--- src/rtl/ball_motion_engine.sv ---
// ball_motion_engine: pong ball stepping, wall/paddle bounces, scoring and timed re-serve.
// Define BALL_SPEEDUP_EN to shorten the step period on every paddle hit.
module ball_motion_engine #(
  parameter int TOTAL_WIDTH = 640,
  parameter int TOTAL_HEIGHT = 480,
  parameter int PADDLE_WIDTH = 8,
  parameter int PADDLE_HEIGHT = 64,
  parameter int PADDLE_1_X = 16,
  parameter int PADDLE_2_X = 616,
  parameter int BALL_SIDE_SIZE = 8,
  parameter int BORDER_PIXEL_WIDTH = 4,
  parameter int INITIAL_BALL_X = 316,
  parameter int INITIAL_BALL_Y = 236,
  parameter int BALL_OFFSET_RANGE = 16,
  parameter int MOVE_PERIOD_IN_CLOCKS = 40,
  parameter int SERVE_DELAY_IN_CLOCKS = 10000,
  parameter int SPEEDUP_STEP_IN_CLOCKS = 2,
  parameter int MIN_MOVE_PERIOD_IN_CLOCKS = 10
) (
  input  logic clk,
  input  logic rst,
  input  logic [$clog2(TOTAL_HEIGHT+1):0] paddle_1_pos,
  input  logic [$clog2(TOTAL_HEIGHT+1):0] paddle_2_pos,
  output logic [$clog2(TOTAL_WIDTH+1):0] ball_pos_x,
  output logic [$clog2(TOTAL_HEIGHT+1):0] ball_pos_y,
  output logic ball_dir_x,
  output logic ball_dir_y,
  output logic point_p1,
  output logic point_p2,
  output logic serving
);
  localparam int XW = $clog2(TOTAL_WIDTH+1) + 1;
  localparam int YW = $clog2(TOTAL_HEIGHT+1) + 1;
  localparam int XE = XW + 1;
  localparam int YE = YW + 1;
  localparam int PCW = $clog2(MOVE_PERIOD_IN_CLOCKS+1);
  localparam int DCW = $clog2(SERVE_DELAY_IN_CLOCKS+1);
  if (MOVE_PERIOD_IN_CLOCKS < 2 || MIN_MOVE_PERIOD_IN_CLOCKS < 1 || SPEEDUP_STEP_IN_CLOCKS < 0) begin : g_bad_params
    $error("ball_motion_engine: invalid move period parameters");
  end
  typedef enum logic [1:0] {SERVE_WAIT, MOVING, SCORED} state_t;
  state_t state;
  logic [7:0] lfsr;
  logic [DCW-1:0] delay_cnt;
  logic [PCW-1:0] step_cnt;
  logic [PCW-1:0] per;
  logic [XE-1:0] xe;
  logic [YE-1:0] ye, p1e, p2e;
  logic [YW-1:0] serve_y;
  logic step, y_flip, hit_r, hit_l, hit, score_r, score_l;
  assign xe = {1'b0, ball_pos_x};
  assign ye = {1'b0, ball_pos_y};
  assign p1e = {1'b0, paddle_1_pos};
  assign p2e = {1'b0, paddle_2_pos};
  assign serve_y = YW'(INITIAL_BALL_Y) + YW'(32'(lfsr) % (BALL_OFFSET_RANGE + 1));
  assign step = step_cnt == per - PCW'(1);
  assign y_flip = ball_dir_y ? ye + YE'(BALL_SIDE_SIZE) >= YE'(TOTAL_HEIGHT - BORDER_PIXEL_WIDTH)
                             : ye <= YE'(BORDER_PIXEL_WIDTH);
  assign hit_r = ball_dir_x && xe + XE'(BALL_SIDE_SIZE) == XE'(PADDLE_2_X)
                 && ye < p2e + YE'(PADDLE_HEIGHT) && ye + YE'(BALL_SIDE_SIZE) > p2e;
  assign hit_l = !ball_dir_x && xe == XE'(PADDLE_1_X + PADDLE_WIDTH)
                 && ye < p1e + YE'(PADDLE_HEIGHT) && ye + YE'(BALL_SIDE_SIZE) > p1e;
  assign hit = hit_r || hit_l;
  assign score_r = ball_dir_x && xe + XE'(BALL_SIDE_SIZE) >= XE'(TOTAL_WIDTH - BORDER_PIXEL_WIDTH);
  assign score_l = !ball_dir_x && xe <= XE'(BORDER_PIXEL_WIDTH);
`ifdef BALL_SPEEDUP_EN
  always_ff @(posedge clk)
    if (rst || state == SCORED)
      per <= PCW'(MOVE_PERIOD_IN_CLOCKS);
    else if (state == MOVING && step && hit)
      per <= int'(per) > MIN_MOVE_PERIOD_IN_CLOCKS + SPEEDUP_STEP_IN_CLOCKS
             ? per - PCW'(SPEEDUP_STEP_IN_CLOCKS) : PCW'(MIN_MOVE_PERIOD_IN_CLOCKS);
`else
  assign per = PCW'(MOVE_PERIOD_IN_CLOCKS);
`endif
  always_ff @(posedge clk)
    if (rst) lfsr <= 8'hA5;
    else lfsr <= {lfsr[6:0], lfsr[7] ^ lfsr[5] ^ lfsr[4] ^ lfsr[3]};
  always_ff @(posedge clk) begin
    if (rst) begin
      state <= SERVE_WAIT;
      ball_pos_x <= XW'(INITIAL_BALL_X);
      ball_pos_y <= YW'(INITIAL_BALL_Y);
      ball_dir_x <= 1'b1;
      ball_dir_y <= 1'b1;
      point_p1 <= 1'b0;
      point_p2 <= 1'b0;
      serving <= 1'b1;
      delay_cnt <= '0;
      step_cnt <= '0;
    end else begin
      point_p1 <= 1'b0;
      point_p2 <= 1'b0;
      case (state)
        SERVE_WAIT:
          if (delay_cnt == DCW'(SERVE_DELAY_IN_CLOCKS - 1)) begin
            state <= MOVING;
            serving <= 1'b0;
            delay_cnt <= '0;
            step_cnt <= '0;
          end else delay_cnt <= delay_cnt + DCW'(1);
        MOVING:
          if (!step) step_cnt <= step_cnt + PCW'(1);
          else begin
            step_cnt <= '0;
            // a score freezes the ball, including its pending y move
            if (!hit && (score_r || score_l)) begin
              state <= SCORED;
              point_p1 <= score_r;
              point_p2 <= score_l;
            end else begin
              ball_dir_x <= ball_dir_x ^ hit;
              ball_pos_x <= hit ? ball_pos_x : ball_dir_x ? ball_pos_x + XW'(1) : ball_pos_x - XW'(1);
              ball_dir_y <= ball_dir_y ^ y_flip;
              ball_pos_y <= y_flip ? ball_pos_y : ball_dir_y ? ball_pos_y + YW'(1) : ball_pos_y - YW'(1);
            end
          end
        default: begin
          state <= SERVE_WAIT;
          serving <= 1'b1;
          delay_cnt <= '0;
          ball_pos_x <= XW'(INITIAL_BALL_X);
          ball_pos_y <= serve_y;
          ball_dir_y <= lfsr[0];
          ball_dir_x <= point_p1;
        end
      endcase
    end
  end
endmodule
--- config.mk ---
export PLATFORM = sky130hd
export DESIGN_NAME = ball_motion_engine
export DESIGN_NICKNAME = d
export VERILOG_FILES = /design/src/rtl/ball_motion_engine.sv
export SDC_FILE = /design/constraint.sdc
export NUM_CORES = 1
export LEC_CHECK = 0
export ABC_AREA = 1
export ABC_CLOCK_PERIOD_IN_PS = 5600
export BUFFER_PORTS_ARGS = -buffer_cell sky130_fd_sc_hd__clkbuf_2
export CAP_MARGIN = 30
export CELL_PAD_IN_SITES_DETAIL_PLACEMENT = 2
export CELL_PAD_IN_SITES_GLOBAL_PLACEMENT = 2
export CORE_MARGIN = 5
export CORE_UTILIZATION = 25
export CTS_BUF_LIST = sky130_fd_sc_hd__clkbuf_8
export DETAILED_ROUTE_END_ITERATION = 7
export PLACE_DENSITY_LB_ADDON = 0.3
export RECOVER_POWER = 100
export REMOVE_ABC_BUFFERS = 1
export SLEW_MARGIN = 5
export SYNTH_ARGS = -nofsm -noshare
export SYNTH_HDL_FRONTEND = slang
export SYNTH_SLANG_ARGS = --single-unit
--- constraint.sdc ---
create_clock -name clk -period 5.6 [get_ports clk]
set_clock_uncertainty 0.2 [all_clocks]
set_input_delay 0.56 -clock clk [delete_from_list [all_inputs] [get_ports clk]]
set_output_delay 0.56 -clock clk [all_outputs]
set_load 0.01 [all_outputs]
### Word-level counts from Yosys, hierarchy flattened

Index checks and enable logic that the tools add are counted.

| storage, ports and cells | value |
|---|---|
| bits in registers | 56 |
| bits in latches | 0 |
| memory bits (writable) | 0 |
| memory bits (read-only) | 0 |
| output and inout bits | 26 |
| memories kept | 0 |

| operators by class | value |
|---|---|
| $add $sub $neg | 11 |
| $mul | 0 |
| divide/modulo/power cells | 1 |
| magnitude comparators | 8 |
| equal/unequal tests | 11 |
| shift operators | 0 |
| muxes and demuxes | 28 |
| bitwise gates (word level) | 9 |
| reduce and logical (&&, ||, !) cells | 22 |

Operators by type and width:

| cell | number |
|---|---|
| two-way mux 11 bit | 4 |
| two-way mux 10 bit | 4 |
| modulo 8 x 5 -> 32 bit (second input constant) | 1 |
| one-hot mux 14 bit (2 select lines) | 1 |
| adder 10 x 7 -> 11 bit (second input constant) | 2 |
| greater-than comparator 11 x 10 -> 1 bit | 2 |
| less-than comparator 10 x 11 -> 1 bit | 2 |
| one-hot mux 11 bit (2 select lines) | 1 |
| one-hot mux 10 bit (2 select lines) | 1 |
| adder 14 x 1 -> 14 bit (second input constant) | 1 |
| equality test 14 bit (second input constant) | 1 |
| two-way mux 14 bit | 1 |
| adder 11 x 4 -> 12 bit (second input constant) | 1 |
| equality test 12 x 10 -> 1 bit (second input constant) | 1 |
| >= comparator 12 x 10 -> 1 bit (second input constant) | 1 |
| two-way mux 6 bit | 2 |
| != test 2 bit (second input constant) | 6 |
| one-hot mux 6 bit (2 select lines) | 1 |
| adder 10 x 4 -> 11 bit (second input constant) | 1 |
| adder 11 x 1 -> 11 bit (second input constant) | 1 |
| equality test 11 x 5 -> 1 bit (second input constant) | 1 |
| >= comparator 11 x 9 -> 1 bit (second input constant) | 1 |
| <= comparator 11 x 3 -> 1 bit (second input constant) | 1 |
| subtractor 11 x 1 -> 11 bit (second input constant) | 1 |
| 22 further kinds | 51 |

### Depth between registers and ports, before layout

Gate-level depths: netlist (run 1).

| logic depth | value |
|---|---|
| word-level depth | 11 |
| mapped depth | 36 |
| mapped depth without buffers | 36 |

### Worst setup path after synthesis (run 1)

OpenSTA, ideal clock, no wires.

| path | value |
|---|---|
| kind | register to register |
| start | register lfsr[4] |
| end | register ball_pos_y[6] |
| data arrival time | 3,898 ps |
| data required time | 5,262 ps |
| setup slack | 1,364 ps |
| cell stages (with the launch flop) | 34 |
| cells stage by stage | dfxtp_1 > nor2_2 > nand2_4 > ha_1 > inv_1 > a21oi_4 > inv_1 > nand2_1 > inv_2 > nand3_4 > nand2_2 > nand2_1 > inv_1 > ha_1 > nand4_1 > nand2_2 > nand2_4 > nand3_4 > buf_6 > nand2_1 > nand2_1 > ha_1 > nand3_2 > a21oi_2 > nand3_2 > nand2_1 > nand2_1 > ha_1 > inv_1 > nand3_1 > nand3_1 > nand2_1 > o21ai_1 > o211ai_1 |

| between the ends | value |
|---|---|
| longest elaborated chain between the ends | 3 |

RTL lines:

| what | line | RTL |
|---|---|---|
| start: declaration | 43 | `logic [7:0] lfsr;` |
| start signal: assignment | 78 | `else lfsr <= {lfsr[6:0], lfsr[7] ^ lfsr[5] ^ lfsr[4] ^ lfsr[3]};` |
| modulo 8 x 5 -> 32 bit | 55 | `assign serve_y = YW'(INITIAL_BALL_Y) + YW'(32'(lfsr) % (BALL_OFFSET_RANGE + 1));` |
| adder 8 x 10 -> 10 bit | 55 |  |
| one-hot mux 10 bit (2 select lines) | 94 | `case (state)` |
| end signal: assignment | 83 | `ball_pos_y <= YW'(INITIAL_BALL_Y);` |
| end signal: assignment | 115 | `ball_pos_y <= y_flip ? ball_pos_y : ball_dir_y ? ball_pos_y + YW'(1) : ball_pos_y - YW'(1);` |
| end signal: assignment | 123 | `ball_pos_y <= serve_y;` |
| end: declaration | 25 | `output logic [$clog2(TOTAL_HEIGHT+1):0] ball_pos_y,` |

No other way between the ends.
A chain may end at the register's enable or synchronous reset.

### Worst setup path in the final report (run 1)

Ends and elaborated chain as after synthesis.

==> results of run 1 <==
## metrics by stage
step | setup slack [ns] | hold slack (ns) | instance area (µm²) | power (mW)
floorplan | 1.42 | 0.239 | 5650 | 0.849
finish | 0.633 | 0.282 | 6330 | 1.24
global route | 0.153 | 0.305 | 6330 | 1.35
CTS | 0.662 | 0.288 | 6370 | 1.27
detailed placement | 0.667 | 0.270 | 6270 | 1.00
global placement | 0.996 | 0.255 | 6270 | 0.993
## routing by layer
| metal | GRT usage | routed length [µm] | vias to the layer above |
|---|---|---|---|
| met5 | 0 | 0 | - |
| met2 | 0.271 | 9390 | 48 |
| li1 | - | - | 2969 |
| met3 | 0.0122 | 307 | 11 |
| met4 | 0.0326 | 214 | 0 |
| met1 | 0.189 | 9060 | 2797 |
## cell type report
class / instances / share of cell area
inverters: 142 / 0.0847
well taps: 285 / 0.0564
flip-flops and latches: 56 / 0.177
repair buffers: 51 / 0.0358
clock buffers: 5 / 0.0109
clock inverters: 3 / 0.00435
multi-input cells: 654 / 0.631
## state kept, by name, summed over array words and instances, names as in the netlist
register and cells:
delay_cnt 14, ball_pos_x 11, ball_pos_y 10, lfsr 8, step_cnt 6, state 2
ball_dir_x 1, ball_dir_y 1, point_p1 1, point_p2 1, serving 1
## cell families after synthesis
family,share of synthesized area
AO/OA/AOI/OAI,0.161
XOR/XNOR,0.0491
adder cells (fa/ha/maj),0.150
buffers and inverters,0.104
flip-flops,0.196
AND/OR/NAND/NOR,0.340
## critical path, delay by kind of cell, from the launching register on
| family | cells | cell delay (ns) |
|---|---|---|
| AO/OA/AOI/OAI | 4 | 0.48 |
| adder cells (fa/ha/maj) | 4 | 0.87 |
| buffers and inverters | 5 | 0.47 |
| flip-flops | 1 | 0.38 |
| AND/OR/NAND/NOR | 19 | 2.39 |
## Yosys cell counts (3+ instances only)
master    count
nand2_1     156
inv_1       136
nor2_1       86
a21oi_1      65
ha_1         65
nand3_1      59
dfxtp_1      56
o21ai_0      35
xor2_1       26
nand4_1      20
nand2_2      14
nor3_1       13
o211ai_1     12
nor4_1       11
clkbuf_1      9
nand3_2       9
a211oi_1      8
nor2_2        7
nand2_4       6
xnor2_1       6
a221oi_1      5
o21bai_1      5
or2_2         5
a31oi_1       4
inv_2         4
nor3b_1       4
o21ai_1       4
o31ai_1       4
nand3_4       3
## power by group through the flow
stage	clock network, mW	logic, mW	registers (mW)
6_report	0.254	0.572	0.415
3_5_place_dp	0	0.581	0.424
2_1_floorplan	0	0.429	0.421
5_1_grt	0.283	0.650	0.416
3_3_place_gp	0	0.570	0.423
4_1_cts	0.272	0.584	0.415
## path summary, 6_finish.rpt
check                startpoint             to  slack, ns
hold / removal    delay_cnt[13]  delay_cnt[13]       0.28
setup / recovery        lfsr[4]  ball_pos_y[6]       0.63
setup reg to reg        lfsr[4]  ball_pos_y[6]       0.63
hold reg to reg   delay_cnt[13]  delay_cnt[13]       0.28
==> out/qor.yml, run 1 <==
max_freq_mhz: 201
crit_type: "reg -> reg"
fp.dieH_um: 161
pin_count: 48
fin_util: 0.280
syn_to_final_growth_pct: 10.9
cts_hold_buf: 0
start_kind: "flop"
p_sw_frac: 0.452
antenna_left: 0
grt_pass1_vias: 6282
hold_viol: 0
hold_path_class: "reg -> reg"
nets: 999
mostFrequentLayoutCells: "nand2_1, inv_1, nor2_1"
final_common_cell: "nand2_1"
fin_tns_setup_ns: 0
synth-edff-count: 0
p_int_uw: 680
die_x_um: 161
vias: 5825
max_slew.worst_pin.slew_ns: 1.62
insertion_delay_ns: 0.34
crit_path_frequent_cell: "nand2_1"
syn_avg_cell_area_um2: 6.60
gp_routability_congestion: 0.809
port_buffers: 47
layout.cells.non_filler: 1196
syn_area_mm2: 0.00571
synth_seq_area_share: 0.196
min_period_ns: 4.97
yosysWarnings: 0
diodes: 0
peakVddDrop_v: 0.0000968
multi_input_area_mm2: 0.00399
cp.arrival_ns: 4.95
slowest_delay_ns: 0.38
rows: 55
cts.sinks: 56
rsz0062_at_grt: "no"
power_frac_seq: 0.334
synthFlopType: "dfxtp_1"
grt_first_pass_wirelength_um: 32100
start_util: 0.253
path_max_fanout: 14
dp_cells: 1188
grt-ovfl-total: 0
fin_crit_sh: 0.887
synth-async-reset-ratio: 0
end_kind: "flop"
numCtsBuffers: 5
cts_root_buffer: "clkbuf_8"
post-route-drc-count: 0
cts_max_path_buffers: 2
routedWlPerCell_um: 15.9
relSlewSlack: -0.0780
ys_types: 49
yosysTopAreaCellShare: 0.196
nFillCells: 2788
wl_um: 19000
cts_setup_buffers: 0
p_per_area_mw_per_mm2: 196
grt_use_total: 0.148
cp_slowest_cell: "dfxtp_1"
finalSetupViolCount: 0
synth_top_area_cell: "dfxtp_1"
synth_cells: 864
power_frac_comb: 0.461
grt_max_degree: 29
required_ns: 5.58
reg2regPathDepth: 32
htreeDepth: 2
synthTopCellsByArea: "dfxtp_1, ha_1, nand2_1"
violations: "max-capacitance violations, max-slew violations"
finalMaxSlewViolations: 29
p_clk_frac: 0.205
grt_antenna_before_repair: 0
core-area_mm2: 0.0226
seq_area_mm2: 0.00112
drive_gt1_frac: 0.0944
synth-seq-cells: 56
cts_tree: "done"
clkTransAtPathRegs_ns: 0.11
via_per_inst: 4.87
hold_depth: 2
outcome: "finished with violations"
hpwlAfterDp_um: 15500
drtIter0Drc: 165
ctsResizeCount: 0
maxCapViolCount: 1
p_sw_uw: 560
p_leak_nw: 3.01
die-area_mm2: 0.0259
firstDrtPassIters: 4
No activity file was read; power rests on OpenSTA's default activity.
==> inputs of run 2 (changes only) <==
Settings changed: ABC_CLOCK_PERIOD_IN_PS 5600 to 4059.
Clock period 5.6 ns to 4.06 ns, I/O delays scaled along.
==> out/qor.yml, run 2 (synthesized netlist as in run 1, its figures left out) <==
place_ws_ns: -0.229
diodes: 0
hold_path_class: "reg -> reg"
gr-usage-met2: 0.301
whs_endpoint: "delay_cnt[13]"
die_x_um: 161
grt_max_degree: 29
gp_routability_congestion: 0.819
cp_slowest_cell: "dfxtp_2"
via_per_inst: 4.88
vias: 6297
seq_area_mm2: 0.00113
met1_usage: 0.187
end_kind: "flop"
maxCapViolCount: 0
largest_register: "delay_cnt"
grt_antenna_before_repair: 0
numCtsBuffers: 5
final_area_mm2: 0.00747
hp-start: "delay_cnt[13]"
core-area_mm2: 0.0226
reg_top3: "delay_cnt: 14 flops, ball_pos_x: 11 flops, ball_pos_y: 10 flops"
clkTransAtPathRegs_ns: 0.12
required_ns: 4.11
start_kind: "flop"
syn_to_final_growth_pct: 30.9
p_leak_nw: 3.63
rows: 55
fin_ws_ns: -0.0283
pin_count: 48
rsz0062_at_grt: "yes"
htreeDepth: 2
fp.dieH_um: 161
dp_cells: 1262
post-route-drc-count: 0
cts_tree: "done"
port_buffers: 47
grt_pass1_vias: 6657
hold_viol: 0
antenna_left: 0
insertion_delay_ns: 0.35
grt-ovfl-total: 0
grt_use_met3: 0.0135
finalSetupViolCount: 3
nets: 1094
reg2regPathDepth: 33
crit_path_frequent_cell: "inv_2"
cts.sinks: 56
largest_reg_flops: 14
crit_type: "reg -> reg"
grt_first_pass_wirelength_um: 33600
cts_root_buffer: "clkbuf_8"
grt_use_total: 0.156
start_util: 0.253
firstDrtPassIters: 4
violations: "negative setup slack"
layout.cells.non_filler: 1291
cts_hold_buf: 0
busiest_layer: "met2"
max_freq_mhz: 245
wl_um: 21800
hold_depth: 2
drtIter0Drc: 155
slowest_delay_ns: 0.35
min_period_ns: 4.09
max_slew.worst_pin.slew_ns: 0.758
multi_input_area_mm2: 0.00431
reg2reg_from: "lfsr[4]"
rrSetupSlack_ns: -0.03
final_common_cell: "nand2_1"
fin_crit_sh: 1.01
hpwlAfterDp_um: 16500
cp.arrival_ns: 4.14
relSlewSlack: 0.489
routedWlPerCell_um: 16.9
nFillCells: 2716
p_per_area_mw_per_mm2: 308
die-area_mm2: 0.0259
timing.rr.end: "ball_pos_y[8]"
path_max_fanout: 4
outcome: "finished with violations"
finalMaxSlewViolations: 0
place_area_mm2: 0.00684
peakVddDrop_v: 0.000126
cts_max_path_buffers: 2
drive_gt1_frac: 0.264
mostFrequentLayoutCells: "nand2_1, inv_1, buf_4"
-- run 2: cell count changes in the layout (fill, tap and decap cells not counted), sizes merged --
cell / before / now
clkinv: 2 / 1
clkbuf: 54 / 53
bufinv: 0 / 1
clkinvlp: 1 / 0
buf: 2 / 99
-- run 2: what timing repair did --
action / in CTS / in global routing
gates resized for setup: 18 / 76
cloned: 0 / 0
endpoints found under the setup margin: 8 / 21
setup buffers: 7 / 14
pin swaps: 11 / 34
-- run 2: worst max-delay path by stage --
stage / from / slack [ns] / depth (start not counted) / endpoint
finish: lfsr[4] / -0.03 / 33 / ball_pos_y[8]
global route: lfsr[4] / -0.33 / 32 / ball_pos_y[8]
CTS: lfsr[3] / 0.009 / 32 / ball_pos_y[8]
detailed placement: lfsr[4] / -0.23 / 34 / ball_pos_y[6]
global placement: lfsr[4] / -0.002 / 28 / ball_pos_y[6]
floorplan: lfsr[4] / -0.12 / 32 / ball_pos_y[6]
-- run 2: routing by layer --
layer | vias up | share of wire
met5 | - | 0
met4 | 0 | 0.017
met3 | 17 | 0.014
met2 | 50 | 0.54
met1 | 3064 | 0.43
li1 | 3166 | -
-- run 2: power breakdown --
group          total (mW)  switching [mW]  internal, mW
Combinational        1.30           0.762         0.536
Clock               0.428           0.226         0.203
Sequential          0.572          0.0129         0.559
-- run 2: layout make-up --
cell class / instances / area share
Clock inverter: 2 / 0.00519
Multi-Input combinational cell: 654 / 0.576
Tap cell: 285 / 0.0477
Inverter: 142 / 0.0724
Timing Repair Buffer: 146 / 0.136
Sequential cell: 56 / 0.151
Clock buffer: 6 / 0.0111
-- run 2: stage by stage --
| step | setup TNS, ns | power (mW) | hold slack, ns | utilization |
|---|---|---|---|---|
| 5_1_grt | -1.72 | 2.46 | 0.302 | 0.331 |
| 3_3_place_gp | -0.00194 | 1.53 | 0.259 | 0.303 |
| 4_1_cts | 0 | 2.04 | 0.289 | 0.313 |
| 3_5_place_dp | -0.603 | 1.56 | 0.271 | 0.303 |
| 2_1_floorplan | -0.234 | 1.17 | 0.239 | - |
| 6_report | -0.0805 | 2.30 | 0.285 | 0.331 |
-- run 2: worst max-delay path, delay by kind of cell, from the launching register on --
kind / cells / cell delay, ns
compound gates: 2 / 0.26
buf+inv: 8 / 0.64
flops: 1 / 0.35
simple gates: 20 / 1.95
fa+ha+maj: 3 / 0.59
==> inputs of run 3 (changes only) <==
Settings changed: CTS_CLUSTER_DIAMETER from default to 200, PLACE_DENSITY from default to 0.7, PLACE_DENSITY_LB_ADDON 0.3 to default.
==> out/qor.yml, run 3 (synthesized netlist as in run 1, its figures left out) <==
reg2regPathDepth: 32
min_period_ns: 4.05
relSlewSlack: 0.524
p_per_area_mw_per_mm2: 295
cts_hold_buf: 0
path_max_fanout: 7
firstDrtPassIters: 4
power_mw: 2.16
port_buffers: 47
grt_antenna_before_repair: 0
numCtsBuffers: 5
cp_slowest_cell: "dfxtp_2"
pin_count: 48
wl_um: 21200
gp_routability_congestion: 0.824
hold_viol: 0
cts_max_path_buffers: 2
diodes: 0
slowest_delay_ns: 0.36
required_ns: 4.15
nFillCells: 2748
start_util: 0.253
syn_to_final_growth_pct: 28.3
max_slew.worst_pin.slew_ns: 0.707
core-area_mm2: 0.0226
rows: 55
largest_reg_flops: 14
cp.arrival_ns: 4.14
finalMaxSlewViolations: 0
mostFrequentLayoutCells: "nand2_1, inv_1, buf_4"
via_per_inst: 4.88
nets: 1084
finalSetupViolCount: 0
hpwlAfterDp_um: 16600
grt_use_total: 0.154
grt-ovfl-total: 0
fin_tns_setup_ns: 0
grt_pass1_vias: 6609
vias: 6254
routedWlPerCell_um: 16.5
clkTransAtPathRegs_ns: 0.12
multi_input_area_mm2: 0.00427
die-area_mm2: 0.0259
fp.dieH_um: 161
drive_gt1_frac: 0.255
insertion_delay_ns: 0.36
seq_area_mm2: 0.00113
die_x_um: 161
maxCapViolCount: 0
final_common_cell: "nand2_1"
cts_root_buffer: "clkbuf_8"
drtIter0Drc: 186
rsz0062_at_grt: "yes"
cts.sinks: 56
grt_max_degree: 29
outcome: "complete, no violations"
max_freq_mhz: 247
fin_crit_sh: 0.998
grt_first_pass_wirelength_um: 33300
reg_top3: "delay_cnt: 14 flops, ball_pos_x: 11 flops, ball_pos_y: 10 flops"
largest_register: "delay_cnt"
p_leak_nw: 3.54
peakVddDrop_v: 0.000147
hold_depth: 2
end_kind: "flop"
crit_type: "reg -> reg"
htreeDepth: 2
antenna_left: 0
start_kind: "flop"
post-route-drc-count: 0
cts_tree: "done"
hold_path_class: "reg -> reg"
==> run 3: cell types whose count changed in the layout (fill, tap and decap cells not counted), sizes merged <==
| cell | delta |
|---|---|
| clkinvlp | +2 |
| buf | -10 |
| bufinv | -1 |
| clkbuf | -1 |
==> run 3: layout make-up <==
class / instances / share of cell area
multi-input cells: 654 / 0.583
flip-flops and latches: 56 / 0.154
repair buffers: 136 / 0.127
inverters: 142 / 0.0744
well taps: 285 / 0.0487
clock buffers: 5 / 0.00940
clock inverters: 3 / 0.00342
==> run 3: per-layer routing <==
metal,global-route usage,up-vias,share of wire
li1,-,3146,-
met1,0.186,3063,0.43
met2,0.300,39,0.55
met3,0.0133,6,0.013
met4,0.0252,0,0.0066
met5,0,-,0
==> run 3: report_power, final <==
| group | total [mW] | internal [mW] | leakage (nW) | switching, mW |
|---|---|---|---|---|
| registers | 0.573 | 0.559 | 0.455 | 0.0132 |
| logic | 1.22 | 0.504 | 3.04 | 0.719 |
| clock network | 0.363 | 0.127 | 0.0452 | 0.236 |
| total | 2.16 | 1.19 | 3.54 | 0.968 |
==> run 3: path summary, 6_finish.rpt <==
path	start	endpoint	slack, ns
worst max-delay path	lfsr[4]	ball_pos_y[8]	0.01
worst min-delay path	delay_cnt[13]	delay_cnt[13]	0.28
worst max register to register	lfsr[4]	ball_pos_y[8]	0.01
worst min register to register	delay_cnt[13]	delay_cnt[13]	0.28
==> run 3: critical path, delay by kind of cell, from the launching register on <==
kind / cells / cell delay (ns)
AND/OR/NAND/NOR: 23 / 2.18
buffers and inverters: 4 / 0.32
AO/OA/AOI/OAI: 2 / 0.33
adder cells (fa/ha/maj): 3 / 0.57
flip-flops: 1 / 0.36
==> run 3: what timing repair did <==
item / CTS / global route
setup endpoints to repair: 6 / 21
gates resized for setup: 16 / 63
pin swaps: 8 / 30
setup buffers: 5 / 13
==> run 3: metrics by stage <==
step                instances   util  instance area (µm²)  hold slack (ns)  worst slack [ns]
global placement         1255  0.300                 6780            0.256            0.0176
floorplan                 852      -                 5650            0.239            -0.120
CTS                      1268  0.308                 6950            0.287            0.0116
finish                   1281  0.324                 7320            0.284           0.00961
global route             1281  0.324                 7320            0.304            -0.292
detailed placement       1255  0.300                 6780            0.270            -0.224
